==> src/rtl/uart_tx_arbiter.sv <==
// Round-robin arbiter that shares one uart_tx between NREQ byte producers.
// Define UART_ARB_FIXED_PRIORITY_EN to make the lowest valid index always win.
module uart_tx_arbiter #(
  parameter int NREQ        = 4,
  parameter int HOLD_CYCLES = 2,
  parameter int GAP_CYCLES  = 11,
  localparam int IDW        = $clog2(NREQ)
) (
  input  logic              clk_baud,
  input  logic              rst,
  input  logic [NREQ-1:0]   req_valid,
  input  logic [NREQ*8-1:0] req_data,
  output logic [NREQ-1:0]   req_ready,
  output logic [7:0]        bus_out,
  output logic              busy,
  output logic [IDW-1:0]    grant_id,
  output logic              zero_drop
);

  // state | meaning
  // IDLE  | bus_out idle, req_ready offered to the current winner
  // HOLD  | accepted byte driven on bus_out
  // GAP   | bus_out forced to 0 while uart_tx shifts the frame out

  localparam int CNT_MAX = (HOLD_CYCLES > GAP_CYCLES) ? HOLD_CYCLES : GAP_CYCLES;
  localparam int CW      = $clog2(CNT_MAX + 1);

  if (HOLD_CYCLES < 1) begin : g_bad_hold
    $error("uart_tx_arbiter: HOLD_CYCLES must be >= 1");
  end
  if (GAP_CYCLES < 1) begin : g_bad_gap
    $error("uart_tx_arbiter: GAP_CYCLES must be >= 1");
  end

  typedef enum logic [1:0] {IDLE, HOLD, GAP} state_t;

  state_t         state;
  logic [IDW-1:0] ptr;
  logic [CW-1:0]  cnt;
  logic           win_found;
  logic [IDW-1:0] win_idx;
  logic [7:0]     win_data;
  logic           xfer;

  // Later loop iterations override earlier ones, so scan from the lowest priority.
  always_comb begin
    win_found = 1'b0;
    win_idx   = '0;
`ifdef UART_ARB_FIXED_PRIORITY_EN
    for (int i = NREQ - 1; i >= 0; i--) begin
      if (req_valid[i]) begin
        win_found = 1'b1;
        win_idx   = IDW'(i);
      end
    end
`else
    for (int k = NREQ; k >= 1; k--) begin
      for (int i = 0; i < NREQ; i++) begin
        if (req_valid[i] && ((int'(ptr) + k) % NREQ) == i) begin
          win_found = 1'b1;
          win_idx   = IDW'(i);
        end
      end
    end
`endif
  end

  always_comb begin
    win_data = '0;
    for (int i = 0; i < NREQ; i++) begin
      if (win_idx == IDW'(i)) win_data = req_data[8*i +: 8];
    end
  end

  always_comb begin
    req_ready = '0;
    for (int i = 0; i < NREQ; i++) begin
      if (rst && state == IDLE && win_found && win_idx == IDW'(i)) req_ready[i] = 1'b1;
    end
  end

  assign xfer = |(req_valid & req_ready);

  always_ff @(posedge clk_baud) begin
    if (!rst) begin
      state     <= IDLE;
      ptr       <= IDW'(NREQ - 1);
      cnt       <= '0;
      bus_out   <= '0;
      busy      <= 1'b0;
      grant_id  <= '0;
      zero_drop <= 1'b0;
    end else begin
      zero_drop <= 1'b0;
      case (state)
        IDLE: begin
          if (xfer) begin
            ptr      <= win_idx;
            grant_id <= win_idx;
            if (win_data != 8'h00) begin
              bus_out <= win_data;
              busy    <= 1'b1;
              cnt     <= CW'(HOLD_CYCLES - 1);
              state   <= HOLD;
            end else begin
              zero_drop <= 1'b1;
            end
          end
        end
        HOLD: begin
          if (cnt == '0) begin
            bus_out <= '0;
            cnt     <= CW'(GAP_CYCLES - 1);
            state   <= GAP;
          end else begin
            cnt <= cnt - CW'(1);
          end
        end
        GAP: begin
          if (cnt == '0) begin
            busy  <= 1'b0;
            state <= IDLE;
          end else begin
            cnt <= cnt - CW'(1);
          end
        end
        default: state <= IDLE;
      endcase
    end
  end

endmodule

==> config.mk <==
export PLATFORM = sky130hd
export DESIGN_NAME = uart_tx_arbiter
export DESIGN_NICKNAME = d
export VERILOG_FILES = /design/src/rtl/uart_tx_arbiter.sv
export SDC_FILE = /design/constraint.sdc
export NUM_CORES = 1
export LEC_CHECK = 0
export CAP_MARGIN = 15
export CORE_MARGIN = 10
export CORE_UTILIZATION = 31
export CTS_CLUSTER_SIZE = 24
export DETAILED_ROUTE_END_ITERATION = 10
export PLACE_DENSITY_LB_ADDON = 0.08
export SYNTH_ARGS = -nofsm -noshare
export SYNTH_HDL_FRONTEND = slang
export SYNTH_SLANG_ARGS = --single-unit
==> constraint.sdc <==
create_clock -name clk_baud -period 3.4 [get_ports clk_baud]
set_input_delay 0.68 -clock clk_baud [delete_from_list [all_inputs] [get_ports clk_baud]]
set_output_delay 0.68 -clock clk_baud [all_outputs]
set_load 0.05 [all_outputs]
==> impl_metrics.json, run 1 <==
{
  "run_status": "complete, no violations",
  "r2r-start": "ptr[1]",
  "clock_path_buffers": 2,
  "final_nets": 313,
  "setup_violations": 0,
  "worstSetupStartpoint": "req_valid[3]",
  "die_width_um": 92.0,
  "maxCapViolations": 0,
  "port_buffers": 53,
  "synthArstFlopShare_pct": 0,
  "cellLeakagePower_nw": 0.905,
  "stdcell_count": 337,
  "worst_setup_path_start_kind": "primary input",
  "fillers": 532,
  "synth_area_per_cell_um2": 7.77,
  "cp_top_family": "buffers and inverters",
  "internal_power_mw": 0.877,
  "drt-wirelength-per-cell_um": 16.5,
  "first_pass_iters": 4,
  "seqPwrFrac_pct": 21.5,
  "initial_utilization_pct": 31.7,
  "gr-total-overflow": 0,
  "switching_power_mw": 0.874,
  "num_vias": 1787,
  "drcViolationCount": 0,
  "detailed_place.area_mm2": 0.00232,
  "fin_crit_ps": 3230,
  "min_from": "bus_out[1]",
  "design_area_mm2": 0.00237,
  "place_worst_setup_slack_ps": -71.2,
  "slew_violations": 0,
  "power.share.clock_pct": 9.1,
  "row_count": 26,
  "fmax_mhz": 310,
  "rsz0062_at_grt": "no",
  "max-slew-margin-rel_pct": 66.4,
  "post-route-util_pct": 46.8,
  "crit_buf_inv": 4,
  "grt_max_degree": 14,
  "die_area_mm2": 0.00847,
  "h-tree-depth": 1,
  "critPathMaxFanout": 6,
  "cts-buffers-inserted": 3,
  "synth-seq-cells": 20,
  "grt_pass1_vias": 1720,
  "dp_hpwl_mm": 4.38,
  "required_ps": 2720,
  "insertion_delay_ps": 260,
  "synthesis.area_mm2": 0.00161,
  "final_common_cell": "clkdlybuf4s50_1",
  "critPathMaxStageDelay_ps": 560,
  "tightest_slew_ps": 501,
  "power.total_mw": 1.75,
  "synth-main-ff-cell": "dfxtp_1",
  "crit_slowest_cell": "clkdlybuf4s50_1",
  "postRouteAntennaNets": 0,
  "synth-edff-count": 0,
  "ir_worst_vdd_uv": 275,
  "setup_slack_ps": 171,
  "swShare_pct": 49.9,
  "cts.sinks": 20,
  "grt_pass1_wl_mm": 9.13,
  "cts_root_buffer": "clkbuf_8",
  "track_usage_pct": 12.8,
  "first_iter_violations": 107,
  "critPathKind": "primary input to output pin",
  "arrival_ps": 2550,
  "end_kind": "output pin",
  "finalHoldViolCount": 0,
  "finalCritPeriodShare_pct": 95.0,
  "ys_types": 55,
  "syn_to_final_growth_pct": 47.7,
  "antenna_found_initial": 0,
  "core_area_mm2": 0.00507,
  "syn_inst": 207,
  "vias_per_cell": 5.30,
  "cts_tree": "yes",
  "cp_cell_sequence": "clkdlybuf4s50_1 -> buf_4 -> nand2_1 -> a31o_2 -> nor2_8 -> buf_4 -> nand2_1 -> nor2_1 -> buf_12",
  "routed_wirelength_mm": 5.57,
  "synthesis.nets": 251,
  "drive_gt1_share_pct": 12.4,
  "finalSetupTns_ps": 0,
  "clk_pin_slew_ps": 70,
  "antennaDiodeCount": 0,
  "io_pins": 54,
  "yosys_warnings": 0,
  "seq_area_frac_synth_pct": 24.9,
  "clock_skew_ps": 2.32,
  "combPwrFrac_pct": 69.4,
  "dp.cells": 334,
  "hold_ws_ps": 474,
  "final_cell_mix": "clkdlybuf4s50_1, o21ai_0, dfxtp_1",
  "hp-class": "flop to flop",
  "routabilityCongestion": 0.841,
  "fp.dieH_um": 92.0,
  "cts_hold_buf": 0,
  "cellPowerDensity_mw_per_mm2": 737
}
## synthesized netlist by cell type (all sizes together), types with 2 or more instances
master   instances  area [um^2]
buf              6         41.3
mux2i            6         60.1
a31o             3         35.0
nand2b           5         31.3
nor3             2         10.0
a21o             3         22.5
nand2           16         60.1
nor4             2         18.8
and2             5         31.3
o2111ai          5         43.8
and3             7         48.8
a211oi           5         37.5
dfxtp           20          400
clkbuf           5         18.8
inv             12         45.0
or4              4         30.0
o31ai            2         15.0
ha               6         75.1
a31oi            4         31.3
nand3            7         35.0
a32o             2         20.0
o21ai           21          105
o211ai           6         45.0
o21a             3         22.5
nor2            15         72.6
a21oi           15         78.8
a22oi            2         15.0
## final timing paths
| check | end | slack, ps | cells after the start |
|---|---|---|---|
| worst max register to register | cnt[1] | 710 | 8 |
| worst max-delay path | req_ready[2] | 170 | 9 |
| worst min-delay path | bus_out[1] | 470 | 2 |
| worst min register to register | bus_out[1] | 470 | 2 |
## power by group through the flow
| stage | sequential [mW] | clock, mW | combinational [mW] |
|---|---|---|---|
| after floorplan | 0.545 | 0 | 0.629 |
| after global placement | 0.382 | 0 | 1.20 |
| after detailed placement | 0.382 | 0 | 1.20 |
| after CTS | 0.377 | 0.164 | 1.20 |
| after global routing | 0.391 | 0.175 | 1.32 |
| final | 0.376 | 0.159 | 1.22 |
## routing by layer
metal,global-route usage [%],up-vias,part of all wire (%)
met5,0,-,0
met4,1.54,0,0.41
met3,3.42,3,5.6
met2,19.2,42,43
met1,18.2,834,50
li1,-,908,-
## flip-flops by register name (all words and copies together), names as in the netlist
register and flops:
bus_out 8, cnt 4, grant_id 2, ptr 2, state 2, busy 1
zero_drop 1
## tightest hold or removal path: stages, from the launching register on
cell     delay [ps]
dfxtp_1         310
o21ai_0          60
a21oi_1          60
## cell type report
type	count	area [um^2]	share of cell area, %
clock buffer	3	41.3	1.74
inverter	12	45.0	1.90
timing repair buffer	68	683	28.8
sequential	20	400	16.9
tap	70	87.6	3.69
multi-input combinational	164	1120	47.0
## cells by family (layout without fill, tap and decap cells)
family	count (synthesis)	count (layout)	synth area share (%)
compound gates	83	83	36.3
mux	6	6	3.74
buf+inv	23	83	6.54
simple gates	69	69	23.9
fa+ha+maj	6	6	4.67
flops	20	20	24.9
## what timing repair did
item	CTS	global route
resized for setup	0	2
endpoints found under the setup margin	0	5
setup buffers	0	0
(Power assumes the default switching activity.)
==> run 2: changes to the inputs <==
--- a/config.mk
+++ b/config.mk
@@ -10,6 +10,7 @@
 export CORE_UTILIZATION = 31
 export CTS_CLUSTER_SIZE = 24
 export DETAILED_ROUTE_END_ITERATION = 10
+export MAX_ROUTING_LAYER = met4
 export PLACE_DENSITY_LB_ADDON = 0.08
 export SYNTH_ARGS = -nofsm -noshare
 export SYNTH_HDL_FRONTEND = slang
==> constraint.sdc (replaced) <==
create_clock -name clk_baud -period 2.92 [get_ports clk_baud]
set_input_delay 0.584 -clock clk_baud [delete_from_list [all_inputs] [get_ports clk_baud]]
set_output_delay 0.584 -clock clk_baud [all_outputs]
set_load 0.05 [all_outputs]
==> run 2 against run 1 <==
  * Design area up 9.4%
  * Via count up 4.9%
  * Sequential share of layout area down 1.5 points
  * Global-route usage up 0.56 points
  * Wire length up 0.16%
==> impl_metrics.json, run 2 (same netlist as run 1, synthesis figures left out) <==
{
  "finalSetupTns_ps": 0,
  "slew_violations": 0,
  "cts.sinks": 20,
  "core_area_mm2": 0.00507,
  "antennaDiodeCount": 0,
  "finalHoldViolCount": 0,
  "track_usage_pct": 13.3,
  "regMostFlops": "bus_out",
  "cp_top_family": "compound AO/OA/AOI/OAI gates",
  "run_status": "complete, no violations",
  "min_to": "grant_id[1]",
  "final_common_cell": "clkdlybuf4s50_1",
  "num_vias": 1874,
  "top_regs": "bus_out: 8 flops, cnt: 4 flops",
  "critPathMaxStageDelay_ps": 630,
  "cellLeakagePower_nw": 1.04,
  "cp_common_cell": "buf_4",
  "maxCapViolations": 0,
  "grt_pass1_wl_mm": 9.05,
  "routed_wirelength_mm": 5.58,
  "syn_to_final_growth_pct": 61.6,
  "final_cell_mix": "clkdlybuf4s50_1, buf_4, o21ai_0, dfxtp_1, nand2_1",
  "die_width_um": 92.0,
  "critPathKind": "flop to flop",
  "initial_utilization_pct": 31.7,
  "clock_skew_ps": 4.01,
  "post-route-util_pct": 51.2,
  "cp_cell_sequence": "and3b_2 -> buf_4 -> a31o_4 -> o21ai_0 -> a21oi_1 -> nor4_4 -> a31o_2 -> buf_4 -> a211oi_1 -> o32ai_1",
  "dp_hpwl_mm": 4.46,
  "routabilityCongestion": 0.920,
  "row_count": 26,
  "port_buffers": 53,
  "cts_tree": "yes",
  "tightest_slew_ps": 709,
  "min_from": "grant_id[1]",
  "gr-total-overflow": 0,
  "crit_slowest_cell": "dfxtp_1",
  "grt_max_degree": 14,
  "antenna_found_initial": 0,
  "largest_reg_flops": 8,
  "max-slew-margin-rel_pct": 52.2,
  "hp-class": "flop to flop",
  "critPathMaxFanout": 13,
  "drcViolationCount": 0,
  "h-tree-depth": 1,
  "finalCritPeriodShare_pct": 91.2,
  "first_pass_iters": 4,
  "r2r_slack_ps": 260,
  "crit_buf_inv": 2,
  "arrival_ps": 2790,
  "r2r_end": "cnt[2]",
  "ir_worst_vdd_uv": 388,
  "die_area_mm2": 0.00847,
  "holdPathStages": 2,
  "clock_path_buffers": 2,
  "vias_per_cell": 5.32,
  "power.total_mw": 2.16,
  "fillers": 514,
  "rsz0062_at_grt": "no",
  "reg2regPathDepth": 10,
  "insertion_delay_ps": 260,
  "end_kind": "flop",
  "required_ps": 3050,
  "worst_setup_path_start_kind": "flop",
  "drive_gt1_share_pct": 22.0,
  "fp.dieH_um": 92.0,
  "cts-buffers-inserted": 3,
  "cellPowerDensity_mw_per_mm2": 830,
  "io_pins": 54,
  "fmax_mhz": 376,
  "fin_crit_ps": 2660,
  "cts_root_buffer": "clkbuf_8",
  "first_iter_violations": 54,
  "clk_pin_slew_ps": 70,
  "setup_violations": 0,
  "final_nets": 327,
  "grt_pass1_vias": 1777,
  "r2r-start": "ptr[1]",
  "postRouteAntennaNets": 0,
  "cts_hold_buf": 0,
  "drt-wirelength-per-cell_um": 15.9
}
==> run 2: stage by stage <==
stage	hold WS, ps	std cells	worst slack [ps]	cell area, um^2
floorplan	451	207	354	1610
global placement	455	346	-456	2410
CTS	469	351	-0.595	2540
global route	488	352	112	2600
detailed placement	452	346	-420	2410
finish	463	352	257	2600
==> run 2: how the worst max path moves through the flow <==
stage,endpoint,cells past startpoint,startpoint,slack [ps]
finish,cnt[2],10,ptr[1],260
global route,cnt[2],10,ptr[1],110
CTS,req_ready[2],9,req_valid[3],-0.6
detailed placement,bus_out[3],11,req_valid[2],-420
global placement,bus_out[3],11,req_valid[2],-460
floorplan,req_ready[2],5,req_valid[0],350
==> run 2: where the power goes <==
group | internal (mW) | switching, mW | total (mW)
clock network | 0.120 | 0.0935 | 0.214
logic | 0.631 | 0.870 | 1.50
registers | 0.368 | 0.0747 | 0.442
total | 1.12 | 1.04 | 2.16
==> run 2: worst register-to-register path: stages, from the launching register on <==
cell	delay, ps
dfxtp_1	630
and3b_2	280
buf_4	130
a31o_4	150
o21ai_0	110
a21oi_1	340
nor4_4	80
a31o_2	280
buf_4	140
a211oi_1	260
o32ai_1	130
==> run 2: area by class of cell <==
cell class	instances	area [um^2]	share of cell area (%)
Multi-Input combinational cell	164	1210	46.5
Sequential cell	20	400	15.4
Tap cell	70	87.6	3.37
Timing Repair Buffer	82	802	30.9
Inverter	12	45.0	1.73
Clock buffer	4	55.1	2.12
==> run 2: layer usage <==
metal	wire (um)	vias to the layer above	GRT usage (%)
li1	-	937	-
met1	2660	886	16.6
met2	2610	43	21.3
met3	221	8	2.61
met4	95	0	3.86
met5	0	-	-
==> run 2: timing repair <==
action,4_1_cts,5_1_grt
resized for setup,12,14
buffers inserted,1,1
pin swaps,3,5
setup endpoints to repair,15,19
